<file path="src/rtl/array_stream_arbiter_pkg.sv">
// rtl/array_stream_arbiter_pkg.sv - shared primitives for the array stream arbiter
// Purpose: arbitration pointer encoding and rd FIFO sizing shared by the top and its FIFO.
// Ports: none (package).
package array_stream_arbiter_pkg;

  // Side favoured when both a write and a read request are present.
  typedef enum logic {
    PRI_WRITE = 1'b0,
    PRI_READ  = 1'b1
  } pri_t;

  localparam int FIFO_DEPTH = 2;
  // Wide enough to hold 0..FIFO_DEPTH, and occupancy plus one in-flight read.
  localparam int FIFO_CNT_W = $clog2(FIFO_DEPTH + 2);

endpackage

</file>
<file path="src/rtl/array_stream_arbiter_fifo.sv">
// rtl/array_stream_arbiter_fifo.sv - two-entry valid/ready stream FIFO for read data
// Purpose: buffers array read results until the consumer takes them.
// Ports:
//   clk, nrst                      clock, synchronous active-low reset
//   in_data/in_valid/in_ready      push side
//   out_data/out_valid/out_ready   pop side (out_data is the head entry)
//   count                          current occupancy, registered
module stream_fifo2
  import array_stream_arbiter_pkg::*;
#(
  parameter int DN = 32
) (
  input  logic                  clk,
  input  logic                  nrst,
  input  logic [DN-1:0]         in_data,
  input  logic                  in_valid,
  output logic                  in_ready,
  output logic [DN-1:0]         out_data,
  output logic                  out_valid,
  input  logic                  out_ready,
  output logic [FIFO_CNT_W-1:0] count
);

  logic [DN-1:0] mem [FIFO_DEPTH];
  // One-bit pointers wrap modulo 2 on their own.
  logic          wr_ptr;
  logic          rd_ptr;
  logic          push;
  logic          pop;

  // in_ready depends only on stored state, never on out_ready.
  assign in_ready  = (count != FIFO_CNT_W'(FIFO_DEPTH));
  assign out_valid = (count != '0);
  assign out_data  = mem[rd_ptr];
  assign push      = in_valid && in_ready;
  assign pop       = out_valid && out_ready;

  always_ff @(posedge clk) begin
    if (!nrst) begin
      wr_ptr <= 1'b0;
      rd_ptr <= 1'b0;
      count  <= '0;
    end else begin
      if (push) wr_ptr <= ~wr_ptr;
      if (pop)  rd_ptr <= ~rd_ptr;
      if (push && !pop)      count <= count + FIFO_CNT_W'(1);
      else if (pop && !push) count <= count - FIFO_CNT_W'(1);
    end
  end

  // Storage needs no reset; count gates visibility of stale entries.
  always_ff @(posedge clk) begin
    if (push) mem[wr_ptr] <= in_data;
  end

endmodule

</file>
<file path="src/rtl/array_stream_arbiter.sv">
// rtl/array_stream_arbiter.sv - arbitrates read and write streams onto a single-port array
// Purpose: grants at most one array command per cycle, alternating priority between
//          writes and reads, and returns read data in order through a 2-entry FIFO.
// Ports:
//   clk, nrst                        clock, synchronous active-low reset
//   ra/ra_valid/ra_ready             read-address stream in
//   rd/rd_valid/rd_ready             read-data stream out
//   wa/wa_valid/wa_ready             write-address stream in
//   wd/wd_valid/wd_ready             write-data stream in (consumed with wa)
//   arr_addr/arr_we/arr_wdata        array command out
//   arr_rdata                        array read data, one cycle after a read command
module array_stream_arbiter
  import array_stream_arbiter_pkg::*;
#(
  parameter int AN = 9,
  parameter int DN = 32
) (
  input  logic          clk,
  input  logic          nrst,
  input  logic [AN-1:0] ra,
  input  logic          ra_valid,
  output logic          ra_ready,
  output logic [DN-1:0] rd,
  output logic          rd_valid,
  input  logic          rd_ready,
  input  logic [AN-1:0] wa,
  input  logic          wa_valid,
  output logic          wa_ready,
  input  logic [DN-1:0] wd,
  input  logic          wd_valid,
  output logic          wd_ready,
  output logic [AN-1:0] arr_addr,
  output logic          arr_we,
  output logic [DN-1:0] arr_wdata,
  input  logic [DN-1:0] arr_rdata
);

  pri_t                  pri;
  logic                  in_flight;
  logic [FIFO_CNT_W-1:0] occ;
  logic                  fifo_in_ready;
  logic                  fifo_out_valid;
  logic                  wreq;
  logic                  rreq;
  logic                  wgrant;
  logic                  rgrant;

  // Read credit uses registered occupancy only, so a pop in this cycle is not
  // counted and there is no combinational path from rd_ready to ra_ready.
  always_comb begin
    wreq   = wa_valid && wd_valid;
    rreq   = ra_valid && fifo_in_ready &&
             ((occ + FIFO_CNT_W'(in_flight)) < FIFO_CNT_W'(FIFO_DEPTH));
    wgrant = nrst && wreq && (!rreq || (pri == PRI_WRITE));
    rgrant = nrst && rreq && !wgrant;
  end

  assign wa_ready  = wgrant;
  assign wd_ready  = wgrant;
  assign ra_ready  = rgrant;
  assign arr_we    = wgrant;
  assign arr_addr  = wgrant ? wa : (rgrant ? ra : '0);
  assign arr_wdata = wgrant ? wd : '0;

  // Whichever side was served hands priority to the other; idle cycles hold it.
  always_ff @(posedge clk) begin
    if (!nrst) begin
      pri       <= PRI_WRITE;
      in_flight <= 1'b0;
    end else begin
      in_flight <= rgrant;
      if (wgrant)      pri <= PRI_READ;
      else if (rgrant) pri <= PRI_WRITE;
    end
  end

  stream_fifo2 #(
    .DN(DN)
  ) u_rd_fifo (
    .clk       (clk),
    .nrst      (nrst),
    .in_data   (arr_rdata),
    .in_valid  (in_flight),
    .in_ready  (fifo_in_ready),
    .out_data  (rd),
    .out_valid (fifo_out_valid),
    .out_ready (rd_ready),
    .count     (occ)
  );

  // Mask the head while reset is held so nothing stale is offered.
  assign rd_valid = nrst && fifo_out_valid;

endmodule

</file>
<file path="config.mk">
export PLATFORM = sky130hd
export DESIGN_NAME = array_stream_arbiter
export DESIGN_NICKNAME = d
export VERILOG_FILES = /design/src/rtl/array_stream_arbiter_pkg.sv /design/src/rtl/array_stream_arbiter_fifo.sv /design/src/rtl/array_stream_arbiter.sv
export SDC_FILE = /design/constraint.sdc
export NUM_CORES = 1
export LEC_CHECK = 0
export BUFFER_PORTS_ARGS = -buffer_cell sky130_fd_sc_hd__buf_2
export CAP_MARGIN = 25
export CORE_AREA = 2 2 94 119
export DETAILED_ROUTE_END_ITERATION = 10
export DIE_AREA = 0 0 96 121
export HOLD_SLACK_MARGIN = 0.1
export PLACE_DENSITY_LB_ADDON = 0.05
export SETUP_SLACK_MARGIN = 0.2
export SLEW_MARGIN = 10
export SYNTH_ARGS = -nofsm -noshare
export SYNTH_HDL_FRONTEND = slang
export SYNTH_HIERARCHICAL = 1
export SYNTH_SLANG_ARGS = --single-unit
</file>
<file path="constraint.sdc">
create_clock -name clk -period 3.8 [get_ports clk]
set_input_delay 0.57 -clock clk [delete_from_list [all_inputs] [get_ports clk]]
set_output_delay 0.57 -clock clk [all_outputs]
set_load 0.005 [all_outputs]
</file>
==> flow_summary.yaml, run 1 <==
placed_design:
  io_buffers: 165
  place_congestion: 0.738
  hpwl_microns: 5460
  dpl_cell_area_sq_mm: 0.00402
  place_inst: 497
floorplanning:
  dieWidth_microns: 96
  fp.dieArea_sq_mm: 0.0116
  die_h_microns: 121
  initial_utilization_pct: 29.5
  ios: 166
  rows: 42
  core_area_sq_mm: 0.0105
clock_tree:
  clk_pin_slew_worst_paths_ns: 0.05
  clkSinkCount: 71
  cts_tree: "done"
  cts_resized: 0
  clockBufferDepth: 2
  post_cts_buffers: 0
  cts_root_buf: "clkbuf_16"
  h-tree-depth: 3
  clk_latency_ns: 0.33
  cts_buffers: 9
  cts_hold_buffers: 0
layout:
  layout_common_cells: "165 x buf_2, 64 x edfxtp_1, 38 x and2_1"
  fin_area_sq_mm: 0.00431
  final_cells: 513
  multi_input_area_sq_um: 941
  final_nets: 465
  drive_above_1_share_pct: 57.0
  fill_cells: 1023
  antenna-diode-count: 0
  regArea_sq_mm: 0.00206
  layout_commonest_cell: "buf_2"
  area_delta_synth_final_pct: 39.7
detailed_routing:
  vias: 2307
  routedWlPerCell_microns: 14.4
  drt_iter0_drc: 41
  via_per_inst: 4.50
  antenna_left: 0
  dr.pass1.iters: 4
  route.detailed.drc: 0
  routed_wl_microns: 7410
global_routing:
  gr-total-overflow: 0
  grtUsageTotal_pct: 13.3
  grt_max_degree: 36
  antenna_found_initial: 1
  grt_pass1_vias: 2422
  grt_pass1_wl_microns: 11400
setup_path:
  rr_startpoint: "u_rd_fifo/count[0]"
  crit_path_top_delay_cell: "o31a_2"
  critPathRequiredTime_ns: 3.23
  path_max_fanout: 35
  crit_chain: "a21boi_0, o31a_2, and2_1, buf_2"
  critPathMaxStageDelay_ns: 0.49
  critPathArrivalTime_ns: 2.01
  end_kind: "primary output"
  r2r_end: "u_rd_fifo/mem[0][16]"
  r2r_cells: 4
  path_class: "register to primary output"
  critPathLaunchType: "register"
  rrSetupSlack_ns: 1.97
run:
  drv_cap: 0
logic_synthesis:
  dominantRegCellSynth: "edfxtp_1"
  synth_cells: 210
  postSynthAreaPerCell_sq_um: 14.7
  synth_seq_area_share_pct: 66.8
  synth.cell_area_sq_mm: 0.00309
  synthesis.nets: 299
  synthArstFlopShare_pct: 0
  synth-edff-count: 64
  ys_ff_latch: 71
  yosysUniqueCellTypes: 33
  yosysWarnings: 6
worst_hold_path:
  min_to: "u_rd_fifo/mem[0][1]"
  min_path_type: "primary input to register"
  hold_path_depth: 1
  min_from: "arr_rdata[1]"
sta:
  max_freq_mhz: 388
  finalCriticalPeriod_ns: 2.58
  finalClockSkew_ns: 0.00619
  relSlewSlack_pct: 43.9
  finalSetupViolations: 0
  grt_setup_unrepaired: "no"
  finalCritPeriodShare_pct: 67.9
  worst_pin_slew_ns: 0.841
  hold_viol: 0
  setup_tns_ns: 0
  hold_ws_ns: 0.432
  slew_violations: 0
power:
  p_per_area_mw_per_mm2: 534
  ir_drop_uv: 207
  leakagePower_nw: 1.88
outcome:
  status: "finished, final reports clean"
logic make-up (layout without fill, tap and decap cells):
family	Yosys count	count (layout)	share of synthesized area, %
AND/OR/NAND/NOR	72	72	14.0
flip-flops	71	71	66.8
multiplexers	32	32	11.7
AO/OA/AOI/OAI	16	16	3.53
buffers and inverters	15	186	2.72
XOR/XNOR	3	3	0.852
adder cells (fa/ha/maj)	1	1	0.405
stage by stage:
step	util, %	power (W)	worst slack (ns)
6_report	41.2	0.00230	1.22
5_1_grt	41.2	0.00243	0.954
4_1_cts	41.2	0.00235	1.18
3_5_place_dp	38.5	0.00153	1.43
3_3_place_gp	38.5	0.00153	1.43
2_1_floorplan	-	0.00131	1.73
worst max-delay path: cells and delay by family, from the launching register on:
family / cells / cell delay (ns)
compound gates: 2 / 0.91
flops: 1 / 0.46
buf+inv: 1 / 0.11
simple gates: 1 / 0.19
worst max-delay path by stage:
stage	cells after the start	slack, ns	endpoint	startpoint
floorplan	4	1.73	arr_addr[0]	u_rd_fifo/count[1]
global placement	6	1.43	arr_wdata[20]	nrst
detailed placement	6	1.43	arr_wdata[25]	nrst
CTS	4	1.18	arr_wdata[18]	u_rd_fifo/count[1]
global route	4	0.95	arr_wdata[30]	u_rd_fifo/count[1]
finish	4	1.22	arr_wdata[20]	u_rd_fifo/count[1]
state kept, by name, summed over array words and instances, names as in the netlist, named ones only:
signal,cells
u_rd_fifo/count,2
in_flight,1
u_rd_fifo/mem,64
u_rd_fifo/wr_ptr,1
u_rd_fifo/rd_ptr,1
pri,1
synthesized netlist by cell type (2+ instances only):
library cell / number / area [sq um]
edfxtp_1: 64 / 1920
and2_1: 38 / 238
mux2_2: 30 / 338
nand2_1: 10 / 37.5
nand3_1: 10 / 50.1
o22ai_1: 9 / 56.3
dfxtp_1: 7 / 140
buf_4: 5 / 37.5
clkbuf_1: 5 / 18.8
nor2_1: 3 / 11.3
a21boi_0: 2 / 15.0
and3_1: 2 / 12.5
inv_1: 2 / 7.51
mux2_1: 2 / 22.5
nand3b_1: 2 / 15.0
xnor2_1: 2 / 17.5
layer usage:
| layer | routed length (microns) | track usage [%] | vias up |
|---|---|---|---|
| met2 | 3870 | 23.0 | 126 |
| met4 | 180 | 7.77 | 2 |
| li1 | - | - | 1098 |
| met1 | 2710 | 14.0 | 1068 |
| met5 | 7 | 0 | - |
| met3 | 642 | 3.73 | 13 |
area by class of cell:
class / count / area share (%)
Sequential cell: 71 / 47.8
Multi-Input combinational cell: 124 / 21.8
Timing Repair Buffer: 168 / 19.7
Clock buffer: 14 / 5.89
Tap cell: 132 / 3.83
Clock inverter: 2 / 0.784
Inverter: 2 / 0.174
power by group:
| part | switching, W | internal (W) | leakage [nW] |
|---|---|---|---|
| logic | 0.000230 | 0.000282 | 1.10 |
| clock network | 0.000278 | 0.000524 | 0.139 |
| registers | 0.0000432 | 0.000945 | 0.640 |
| total | 0.000552 | 0.00175 | 1.88 |
No activity file was read; power rests on OpenSTA's default activity.
==> run 2: changes to the inputs <==
Settings changed: ABC_AREA from default to 1, CORE_AREA 2 2 94 119 to 2 2 98 123, DIE_AREA 0 0 96 121 to 0 0 100 125.
Clock period 3.8 ns to 2.55 ns, I/O delays scaled along.
==> flow_summary.yaml, run 2 <==
detailed_routing:
  route.detailed.drc: 0
  drt_iter0_drc: 55
  antenna_left: 0
  via_per_inst: 4.26
  routed_wl_microns: 7180
  vias: 2434
  routedWlPerCell_microns: 12.6
  dr.pass1.iters: 4
logic_synthesis:
  synth_xor_area_share_pct: 0
  synthesis.nets: 346
  ys_ff_latch: 71
  yosys.area_share.simple_pct: 13.3
  synth.cell_area_sq_mm: 0.00332
  synth_top_area_share_pct: 57.9
  synth.most_common_cell: "edfxtp_1"
  yosysUniqueCellTypes: 23
  synth_compound_area_share_pct: 0.829
  synthArstFlopShare_pct: 0
  synth_mux_area_share_pct: 14.2
  synth_top_family_by_area: "multiplexers"
  synth_cells: 257
  synth_seq_area_share_pct: 62.1
  synth-edff-count: 64
  yosysWarnings: 6
  netlist_top_cells_count: "64 x edfxtp_1, 44 x inv_1, 41 x nor2_1, 30 x mux2_4, 21 x nand2_1"
  yosys.area.top_type: "edfxtp_1"
  synthTopCellsByArea: "edfxtp_1 58%, mux2_4 14%, inv_1 5.0%, nor2_1 4.6%, dfxtp_1 4.2%"
  postSynthAreaPerCell_sq_um: 12.9
  synthAdderAreaFrac_pct: 0.377
  dominantRegCellSynth: "edfxtp_1"
clock_tree:
  h-tree-depth: 3
  clk_latency_ns: 0.32
  clk_pin_slew_worst_paths_ns: 0.05
  cts_buffers: 9
  clockBufferDepth: 2
  cts_root_buf: "clkbuf_16"
  clkSinkCount: 71
  cts_tree: "done"
global_routing:
  grt_max_degree: 46
  grt_pass1_vias: 2378
  grtUsageTotal_pct: 11.4
  grt_pass1_wl_microns: 10900
  antenna_found_initial: 0
  gr-total-overflow: 0
setup_path:
  critPathRequiredTime_ns: 2.17
  critPathLaunch: "u_rd_fifo/count[0]"
  path_class: "register to primary output"
  path_max_fanout: 11
  end_kind: "primary output"
  rr_startpoint: "u_rd_fifo/count[0]"
  rrSetupSlack_ns: 1.04
  critPathArrivalTime_ns: 1.68
  critPathLaunchType: "register"
power:
  p_per_area_mw_per_mm2: 783
  leakagePower_nw: 2.21
  ir_drop_uv: 250
layout:
  finalCoreUtilization_pct: 40.0
  layout_common_cells: "165 x buf_2, 64 x edfxtp_1, 44 x inv_1"
  multi_input_area_sq_mm: 0.00101
  fill_cells: 1158
  final_nets: 518
  area_delta_synth_final_pct: 38.0
  largest_reg_flops: 64
  drive_above_1_share_pct: 53.3
  reg_top3: "u_rd_fifo/mem x64, u_rd_fifo/count x2"
  regArea_sq_mm: 0.00206
  top_register: "u_rd_fifo/mem"
  antenna-diode-count: 0
  layout_commonest_cell: "buf_2"
sta:
  max_freq_mhz: 486
  layout_setup_ws_ns: 0.491
  worst_pin_slew_ns: 0.349
  hold_viol: 0
  slew_violations: 0
  finalCritPeriodShare_pct: 80.8
  grt_setup_unrepaired: "no"
  setup_tns_ns: 0
  finalClockSkew_ns: 0.00357
  relSlewSlack_pct: 76.7
  finalCriticalPeriod_ns: 2.06
  finalSetupViolations: 0
floorplanning:
  die_h_microns: 125
  ios: 166
  fp.dieArea_sq_mm: 0.0125
  core_area_sq_mm: 0.0115
  rows: 44
  initial_utilization_pct: 29.0
  dieWidth_microns: 100
run:
  drv_cap: 0
placed_design:
  place_congestion: 0.718
  io_buffers: 165
  dpl_worst_slack_ns: 0.479
  hpwl_microns: 5060
outcome:
  status: "finished, final reports clean"
worst_hold_path:
  min_path_type: "primary input to register"
  min_from: "arr_rdata[10]"
## run 2: changes by cell type after synthesis, moves of 7 or more
| cell | previous run | this run |
|---|---|---|
| inv_1 | 2 | 44 |
| nor2_1 | 3 | 41 |
| and2_1 | 38 | 2 |
| mux2_4 | 0 | 30 |
| mux2_2 | 30 | 2 |
| nand2_1 | 10 | 21 |
| o22ai_1 | 9 | 0 |
| nand3_2 | 0 | 7 |
## run 2: through the flow
step / total power [W] / hold WS, ns / instance area [sq um] / cells
after detailed placement: 0.00257 / 0.495 / 4270 / 553
final: 0.00359 / 0.250 / 4580 / 571
after CTS: 0.00365 / 0.233 / 4530 / 568
after global routing: 0.00381 / 0.236 / 4580 / 571
after floorplan: 0.00222 / 0.467 / 3320 / 257
after global placement: 0.00256 / 0.482 / 4270 / 553
## run 2: worst paths after layout
kind,to,cells after the start
setup reg to reg,u_rd_fifo/mem[1][4],5
hold reg to reg,pri,2
hold / removal,u_rd_fifo/mem[1][10],1
setup / recovery,arr_addr[1],10
## run 2: repair_timing
action	in CTS	in global routing
pin swaps	0	2
hold buffers	0	0
setup endpoints to repair	15	45
cloned	0	2
buffers inserted	0	1
gates resized for setup	1	2
## run 2: power breakdown
group / switching (W) / internal, W
Combinational: 0.000479 / 0.000546
Sequential: 0.0000825 / 0.00143
Clock: 0.000402 / 0.000647
Total: 0.000963 / 0.00263
## run 2: cells by family (layout without fill, tap and decap cells)
family,Yosys count,after routing
multiplexers,32,32
adder cells (fa/ha/maj),1,1
AND/OR/NAND/NOR,91,93
buffers and inverters,57,231
flip-flops,71,71
AO/OA/AOI/OAI,5,5
## run 2: worst max-delay path, stage by stage (launching register included)
cell and delay (ns):
dfxtp_2 0.37, inv_2 0.07, nand2_1 0.09, nand2_1 0.06
inv_1 0.10, nand3_1 0.11, nor2_1 0.10, buf_4 0.20
nand3_1 0.10, nand2_1 0.06, buf_2 0.11
## run 2: routing by layer
metal / part of all wire, % / up-vias / wire length, microns / GRT usage [%]
met1: 39 / 1098 / 2810 / 12.3
li1: - / 1200 / - / -
met3: 8.0 / 7 / 575 / 3.30
met4: 1.5 / 0 / 110 / 5.56
met5: 0 / - / 0 / 0
met2: 51 / 129 / 3690 / 20.1
## run 2: area by class of cell
class,instances,area share (%)
Timing Repair Buffer,170,19.9
Tap cell,138,3.77
Clock buffer,13,5.24
Multi-Input combinational cell,131,22.0
Clock inverter,2,0.191
Inverter,46,3.77
Sequential cell,71,45.1
